File: src/rtl/alu_req_ctrl.sv
// Request/response sequencer in front of a fixed-latency ALU.
// Holds one command at a time and returns the captured result and flags.
module alu_req_ctrl #(
    parameter int N   = 4,
    parameter int LAT = 1
) (
    input  logic         clk,
    input  logic         rst_n,
    input  logic         cmd_valid,
    output logic         cmd_ready,
    input  logic [N-1:0] cmd_a,
    input  logic [N-1:0] cmd_b,
    input  logic [3:0]   cmd_op,
    output logic [N-1:0] alu_a,
    output logic [N-1:0] alu_b,
    output logic [3:0]   alu_s,
    input  logic [N-1:0] alu_q,
    input  logic         alu_ne,
    input  logic         alu_z,
    input  logic         alu_v,
    input  logic         alu_c,
    output logic         rsp_valid,
    input  logic         rsp_ready,
    output logic [N-1:0] rsp_q,
    output logic [3:0]   rsp_flags,
    output logic         rsp_err,
    output logic         busy,
    output logic [7:0]   op_count
);

    typedef enum logic [1:0] {
        IDLE = 2'd0,
        WAIT = 2'd1,
        RESP = 2'd2
    } state_t;

    state_t     state;
    logic [3:0] cnt;
    logic       accept;
    logic       op_legal;
    logic       div_zero;

    assign accept   = (state == IDLE) && cmd_valid && cmd_ready;
    assign op_legal = (cmd_op <= 4'd9);
    assign div_zero = ((alu_s == 4'd3) || (alu_s == 4'd4)) && (alu_b == '0);

    // cmd_ready and busy are registered so rsp_ready never reaches cmd_ready.
    always_ff @(posedge clk or negedge rst_n) begin
        if (!rst_n) begin
            state     <= IDLE;
            cmd_ready <= 1'b0;
            busy      <= 1'b0;
            cnt       <= '0;
            alu_a     <= '0;
            alu_b     <= '0;
            alu_s     <= '0;
            rsp_valid <= 1'b0;
            rsp_q     <= '0;
            rsp_flags <= '0;
            rsp_err   <= 1'b0;
            op_count  <= '0;
        end else begin
            unique case (state)
                IDLE: begin
                    cmd_ready <= 1'b1;
                    busy      <= 1'b0;
                    if (accept) begin
                        cmd_ready <= 1'b0;
                        busy      <= 1'b1;
                        if (op_legal) begin
                            alu_a <= cmd_a;
                            alu_b <= cmd_b;
                            alu_s <= cmd_op;
                            cnt   <= 4'(LAT - 1);
                            state <= WAIT;
                        end else begin
                            rsp_q     <= '0;
                            rsp_flags <= '0;
                            rsp_err   <= 1'b1;
                            rsp_valid <= 1'b1;
                            state     <= RESP;
                        end
                    end
                end
                WAIT: begin
                    if (cnt == 4'd0) begin
                        rsp_q     <= alu_q;
                        rsp_flags <= {alu_ne, alu_z, alu_v, alu_c};
                        rsp_err   <= div_zero;
                        rsp_valid <= 1'b1;
                        state     <= RESP;
                    end else begin
                        cnt <= cnt - 4'd1;
                    end
                end
                RESP: begin
                    if (rsp_valid && rsp_ready) begin
                        rsp_valid <= 1'b0;
                        rsp_err   <= 1'b0;
                        op_count  <= op_count + 8'd1;
                        cmd_ready <= 1'b1;
                        busy      <= 1'b0;
                        state     <= IDLE;
                    end
                end
                default: begin
                    state     <= IDLE;
                    cmd_ready <= 1'b0;
                    busy      <= 1'b0;
                end
            endcase
        end
    end

endmodule

File: config.mk
export PLATFORM = sky130hd
export DESIGN_NAME = alu_req_ctrl
export DESIGN_NICKNAME = d
export VERILOG_FILES = /design/src/rtl/alu_req_ctrl.sv
export SDC_FILE = /design/constraint.sdc
export NUM_CORES = 1
export LEC_CHECK = 0
export CELL_PAD_IN_SITES_DETAIL_PLACEMENT = 1
export CELL_PAD_IN_SITES_GLOBAL_PLACEMENT = 2
export CORE_UTILIZATION = 30
export CTS_CLUSTER_DIAMETER = 100
export CTS_CLUSTER_SIZE = 10
export DETAILED_ROUTE_END_ITERATION = 10
export PLACE_DENSITY = 0.88
export SYNTH_ARGS = -nofsm -noshare
export SYNTH_HDL_FRONTEND = slang
export SYNTH_SLANG_ARGS = --single-unit
File: constraint.sdc
create_clock -name clk -period 4.33 [get_ports clk]
set_input_delay 0.866 -clock clk [delete_from_list [all_inputs] [get_ports clk]]
set_output_delay 0.866 -clock clk [all_outputs]
set_load 0.01 [all_outputs]
* Word-level counts from Yosys, hierarchy flattened
Cells that the tools add are included. Widths: inputs -> output; s select.
Operators by class: equal/unequal tests 10, magnitude comparators 1, $add $sub $neg 2, multiplexer cells 27, bitwise gates (word level) 1, reduce and logical (&&, ||, !) cells 17
Operators by type and width (number):
- $mux 4 | 7
- $pmux 4 s2 | 3
- $ne 2x2->1 const B | 6
- $pmux 1 s3 | 4
- $add 8x1->8 const B | 1
- $logic_not 4->1 | 2
- $mux 1 | 8
- $mux 2 | 4
- $reduce_and 4->1 | 2
- $pmux 2 s3 | 1
- $reduce_and 3->1 | 2
- $reduce_and 5->1 | 1
- $eq 4x2->1 const B | 1
- $eq 4x3->1 const B | 1
- $le 4x4->1 const B | 1
- $logic_and 1x1->1 | 4
- $reduce_and 2->1 | 2
- $sub 4x1->4 const B | 1
- $reduce_bool 3->1 | 1
- $eq 2x1->1 const B | 1
- $eq 2x2->1 const B | 1
- $logic_not 2->1 | 1
- $reduce_bool 2->1 | 1
- $logic_or 1x1->1 | 1
- $not 1->1 | 1
Word-level totals: output and inout port bits 32, bits of input ports 24, register bits after elaboration 38

* Longest topological paths before layout
Gate-level depths: netlist of run 1.
word-level depth 5, gate-level depth with buffers 8

* Least setup slack after synthesis of run 1
OpenSTA, ideal clock, no wires.
path kind input to register, start in cmd_op[1], end reg alu_a[3], path buffers 2, arrival time 2.124 ns, required time 4.202 ns, stages on the path 5, path slack 2.079 ns, cell sequence o21a_1 > or4_1 > buf_2 > buf_2 > mux2_1
On the way: longest elaborated chain between the ends 2
RTL lines:
- start, declared | line 13 | input logic [3:0] cmd_op,
- $le 4x4->1 | line 44 | assign op_legal = (cmd_op <= 4'd9);
- $reduce_and 3->1 (no source line)
- end signal, assigned | line 71 | alu_a <= cmd_a;
- end, declared | line 14 | output logic [N-1:0] alu_a,
Every way passes these cells. A chain may end at the register's enable or synchronous reset.

* Final worst setup path of run 1
Same ends and word-level chain as after synthesis.

==> run_results.csv, run 1 <==
group,metric,value,unit
global_route,grt_util_all_layers,15.95,%
setup_path,rrSetupSlack,2.03,ns
floorplan,die_h,76.42,µm
global_route,grt_pass1_vias,1460,
clock_tree,cts_hold_buf,0,
clock_tree,clock-root-buffer,"clkbuf_8",
routing,first_pass_iters,4,
setup_path,arrival,2.72,ns
setup_path,path_buf_inv,1,
power,p_leak,1.018,nW
final_layout,area_delta_synth_final,44.05,%
routing,routedWlPerCell,16.13,µm
clock_tree,ctsHtreeMaxLevel,2,
placement,dp_hpwl,3140,µm
run,cap_violations,0,
global_route,overflow,0,
power,power_density,670.9,nW/µm²
floorplan,coreArea,5205,µm²
floorplan,io_pins,56,
logic_synthesis,syn_area_per_cell,12.13,µm²
routing,wl_met2,2214,µm
floorplan,start_util,31.92,%
hold_path,hp-class,"reg2reg",
setup_path,worst-path-max-fanout,14,
power,total_power,1.606,mW
final_layout,drive_gt1_share,11.34,%
global_route,antenna_found_initial,0,
clock_tree,cts_resized,0,
timing,post-route-period-util,58.82,%
floorplan,placementRows,26,
hold_path,whs_path_depth,1,
logic_synthesis,async_flop_share,100.0,%
setup_path,cp_cell_sequence,"clkdlybuf4s50_1 -> o21a_1 -> or4_1 -> mux2_1",
logic_synthesis,yosysSeqAreaShare,57.23,%
setup_path,critPathCaptureType,"flip-flop",
setup_path,rr_worst_depth,6,
placement,post-place-ws,1.473,ns
status,status,"completed",
logic_synthesis,synthDistinctLibCells,37,
clock_tree,cts_tree,"built",
routing,via_per_inst,4.898,
timing,setup_viol,0,
timing,fin_hold_ws,0.4939,ns
routing,first_iter_violations,30,
setup_path,cp.depth,4,
timing,fin_tns_setup,0,ns
global_route,grt_max_degree,39,
setup_path,cp-start-kind,"primary input",
timing,tightest_slew,0.8546,ns
clock_tree,cts.sinks,38,
logic_synthesis,synth_nets,163,
logic_synthesis,synth_area,1662,µm²
placement,gp_congestion,0.7440,
timing,worst_slack,1.783,ns
logic_synthesis,synth_edf_count,0,
power,max-vdd-ir-drop,0.2945,mV
logic_synthesis,synth_warnings,0,
final_layout,most-common-layout-cells,"clkdlybuf4s50_1 (54), dfrtp_1 (38), nand2_1 (11)",
clock_tree,clk_pin_slew,0.08,ns
setup_path,slowest_stage,"or4_1",
timing,post-route-min-period,2.547,ns
routing,wl_met3,241,µm
routing,routed_wl,4257,µm
final_layout,finalNetCount,219,
global_route,grt_pass1_wl,7265,µm
timing,grt_setup_unrepaired,"false",
clock_tree,clk-insertion-delay-late,0.30,ns
clock_tree,numCtsBuffers,5,
timing,hold_viol,0,
clock_tree,cts_setup_buffers,0,
logic_synthesis,ys_ff_latch,38,
placement,numPortBuffers,55,
routing,route.antenna.remaining_nets,0,
setup_path,cp.required,4.51,ns
routing,wl_met1,1771,µm
final_layout,stdcell_count,264,
final_layout,antenna_cells,0,
timing,fmax,392.7,MHz
floorplan,die_area,5840,µm²
timing,relSlewSlack,43.03,%
final_layout,layout_commonest_cell,"clkdlybuf4s50_1",
logic_synthesis,synth_flop_cell,"dfrtp_1",
routing,num_vias,1293,
placement,dp.cells,256,
clock_tree,clockBufferDepth,2,
floorplan,die_x,76.42,µm
timing,clock-skew-final,0.007317,ns
setup_path,cp_top_family,"simple AND/OR/NAND/NOR gates",
logic_synthesis,netlist_instances,137,
timing,finalMaxSlewViolations,0,
setup_path,crit_type,"in2reg",
routing,drc,0,
routing,top_layer,"met4",
setup_path,cp_slowest_stage_delay,0.77,ns
## Yosys cell counts (all sizes together), types with 2 or more instances
library cell	n	area, µm²
mux2	11	123.9
and3	2	12.51
a22o	8	70.07
ha	2	25.02
dfrtp	38	950.9
xnor2	6	52.55
xor2	3	26.28
nand3	8	40.04
or4	2	15.01
nor2b	2	12.51
nor2	6	22.52
inv	2	7.510
o21ai	5	25.02
a21oi	6	30.03
buf	5	40.04
nand4	2	12.51
or3b	2	17.52
nand2	12	61.31
## report_power, final
group,internal [mW],total (mW),switching (mW)
combinational,0.372,0.614,0.242
sequential,0.490,0.616,0.126
clock,0.246,0.376,0.130
## path summary, 6_finish.rpt
path	start	end
hold reg to reg	op_count[7]$_DFFE_PN0P_	op_count[7]$_DFFE_PN0P_
hold / removal	op_count[7]$_DFFE_PN0P_	op_count[7]$_DFFE_PN0P_
max in group asynchronous	rst_n	alu_a[2]$_DFFE_PN0P_
setup / recovery	cmd_op[1]	alu_a[3]$_DFFE_PN0P_
min in group asynchronous	rst_n	op_count[0]$_DFFE_PN0P_
setup reg to reg	cnt[0]$_DFFE_PN0P_	rsp_flags[1]$_DFFE_PN0P_
## area by class of cell
class	instances	area [µm²]
clock buffers	6	82.58
multi-input cells	91	659.4
well taps	70	87.58
inverters	2	7.507
clock inverters	2	60.06
flip-flops and latches	38	950.9
repair buffers	55	545.5
fillers	573	2811
## stage by stage
stage	util [%]	instance area, µm²
final	45.99	2394
after global routing	45.99	2394
after CTS	45.99	2394
after detailed placement	43.25	2251
after global placement	43.25	2251
after floorplan	-	1662
## per-layer routing
| layer | up-vias | global-route usage (%) |
|---|---|---|
| met1 | 642 | 18.97 |
| met4 | 0 | 3.462 |
| met3 | 6 | 5.389 |
| met2 | 46 | 27.75 |
| met5 | - | 0 |
| li1 | 599 | - |
## kinds of logic (layout without fill, tap and decap cells)
family	count (synthesis)	after routing	share of synthesized area, %
AND/OR/NAND/NOR	43	43	15.06
flip-flops	38	38	57.23
AO/OA/AOI/OAI	26	26	10.92
multiplexers	11	11	7.455
XOR/XNOR	9	9	4.744
buffers and inverters	8	65	3.087
adder cells (fa/ha/maj)	2	2	1.506
## registers in the layout, indices dropped and copies added, names as in the netlist
name and flops:
state 2, rsp_flags 4, alu_b 4, rsp_err 1
rsp_q 4, alu_a 4, busy 1, alu_s 4
op_count 8, rsp_valid 1, cmd_ready 1, cnt 4
Note: power is estimated with default switching activity, not from simulation.
==> run 2: changes to the inputs <==
--- a/config.mk
+++ b/config.mk
@@ -7,11 +7,11 @@
 export LEC_CHECK = 0
 export CELL_PAD_IN_SITES_DETAIL_PLACEMENT = 1
 export CELL_PAD_IN_SITES_GLOBAL_PLACEMENT = 2
-export CORE_UTILIZATION = 30
+export CORE_UTILIZATION = 28
 export CTS_CLUSTER_DIAMETER = 100
 export CTS_CLUSTER_SIZE = 10
 export DETAILED_ROUTE_END_ITERATION = 10
-export PLACE_DENSITY = 0.88
+export PLACE_DENSITY = 0.83
 export SYNTH_ARGS = -nofsm -noshare
 export SYNTH_HDL_FRONTEND = slang
 export SYNTH_SLANG_ARGS = --single-unit
==> constraint.sdc (replaced) <==
create_clock -name clk -period 2.37 [get_ports clk]
set_input_delay 0.474 -clock clk [delete_from_list [all_inputs] [get_ports clk]]
set_output_delay 0.474 -clock clk [all_outputs]
set_load 0.01 [all_outputs]
==> run_results.csv, run 2 (synthesis gave the netlist of run 1 again) <==
group,metric,value,unit
status,status,"completed",
timing,setup_viol,0,
clock_tree,clockBufferDepth,2,
final_layout,area_delta_synth_final,44.05,%
final_layout,largest_reg_flops,8,
floorplan,die_h,79.04,µm
global_route,overflow,0,
floorplan,start_util,29.63,%
routing,first_iter_violations,28,
clock_tree,clock-root-buffer,"clkbuf_8",
power,total_power,2.706,mW
final_layout,most-common-layout-cells,"clkdlybuf4s50_1 (54), dfrtp_1 (38), nand2_1 (11)",
global_route,grt_util_all_layers,13.30,%
power,power_density,1130,nW/µm²
setup_path,critPathCaptureType,"flip-flop",
setup_path,crit_type,"reg2reg",
clock_tree,ctsHtreeMaxLevel,2,
power,max-vdd-ir-drop,0.6090,mV
global_route,grt_pass1_wl,6375,µm
floorplan,die_x,79.04,µm
setup_path,worst-path-max-fanout,10,
power,p_leak,1.024,nW
global_route,grt_max_degree,39,
setup_path,cp-start-kind,"flip-flop",
timing,fin_tns_setup,0,ns
timing,relSlewSlack,44.12,%
setup_path,rrSetupSlack,0.24,ns
clock_tree,numCtsBuffers,5,
timing,grt_setup_unrepaired,"false",
routing,via_per_inst,4.743,
setup_path,cp.required,2.54,ns
clock_tree,cts_hold_buf,0,
routing,num_vias,1290,
routing,routed_wl,3882,µm
timing,worst_slack,0.2365,ns
floorplan,placementRows,27,
placement,numPortBuffers,55,
routing,route.antenna.remaining_nets,0,
placement,gp_congestion,0.6791,
timing,fmax,468.7,MHz
setup_path,arrival,2.31,ns
placement,dp_hpwl,2946,µm
final_layout,drive_gt1_share,14.00,%
global_route,antenna_found_initial,0,
timing,finalMaxSlewViolations,0,
floorplan,io_pins,56,
timing,tightest_slew,0.8383,ns
hold_path,hp-class,"in2async",
timing,post-route-min-period,2.134,ns
placement,post-place-ws,0.08339,ns
global_route,grt_pass1_vias,1305,
clock_tree,cts_tree,"built",
routing,first_pass_iters,4,
timing,hold_viol,0,
clock_tree,cts_resized,0,
timing,post-route-period-util,90.02,%
clock_tree,cts.sinks,38,
final_layout,finalNetCount,225,
routing,drc,0,
floorplan,coreArea,5608,µm²
clock_tree,clk-insertion-delay-late,0.29,ns
run,cap_violations,0,
timing,clock-skew-final,0.004320,ns
final_layout,antenna_cells,0,
routing,routedWlPerCell,14.27,µm
clock_tree,cts_setup_buffers,0,
final_layout,layout_commonest_cell,"clkdlybuf4s50_1",
clock_tree,clk_pin_slew,0.08,ns
floorplan,die_area,6247,µm²
final_layout,top_register,"op_count",
run 2: where the power goes:
group / leakage, nW / internal (mW) / switching [mW]
clock network: 0.0472 / 0.234 / 0.223
registers: 0.482 / 0.896 / 0.199
logic: 0.495 / 0.702 / 0.453
total: 1.02 / 1.83 / 0.874
run 2: cell type report:
class	count	area [µm²]
Timing Repair Buffer	61	590.6
Tap cell	72	90.09
Inverter	2	7.507
Fill cell	634	3214
Sequential cell	38	950.9
Clock buffer	6	82.58
Multi-Input combinational cell	91	659.4
Clock inverter	2	12.51
run 2: routing by layer:
metal	part of all wire (%)	track usage (%)	wire length, µm
met4	0.95	3.273	37
met1	43	16.40	1676
met5	0	0	0
met3	7.8	5.057	301
met2	48	21.81	1867
run 2: worst paths after layout:
path | startpoint | end | cells past startpoint
worst max-delay path | cnt[0]$_DFFE_PN0P_ | rsp_flags[0]$_DFFE_PN0P_ | 6
worst min-delay path | rst_n | op_count[0]$_DFFE_PN0P_ | 1
worst max register to register | cnt[0]$_DFFE_PN0P_ | rsp_flags[0]$_DFFE_PN0P_ | 6
worst min register to register | op_count[7]$_DFFE_PN0P_ | op_count[7]$_DFFE_PN0P_ | 1
max in group asynchronous | rst_n | state[1]$_DFFE_PN0P_ | 1
min in group clk | op_count[7]$_DFFE_PN0P_ | op_count[7]$_DFFE_PN0P_ | 1
run 2: critical path, cell delays in order, from the launching register on:
cell and delay [ns]:
dfrtp_1 0.42, inv_1 0.07, ha_1 0.15, or3b_1 0.45, nand2_8 0.13, or3b_1 0.51, a22o_1 0.29
run 2: per-stage QoR:
step	instance area, µm²	util [%]	hold slack, ns	cells
final	2394	42.68	0.2897	272
after global routing	2394	42.68	0.3513	272
after CTS	2394	42.68	0.3138	272
after detailed placement	2298	40.99	0.4715	264
after global placement	2298	40.99	0.4614	264
after floorplan	1662	-	0.1784	137
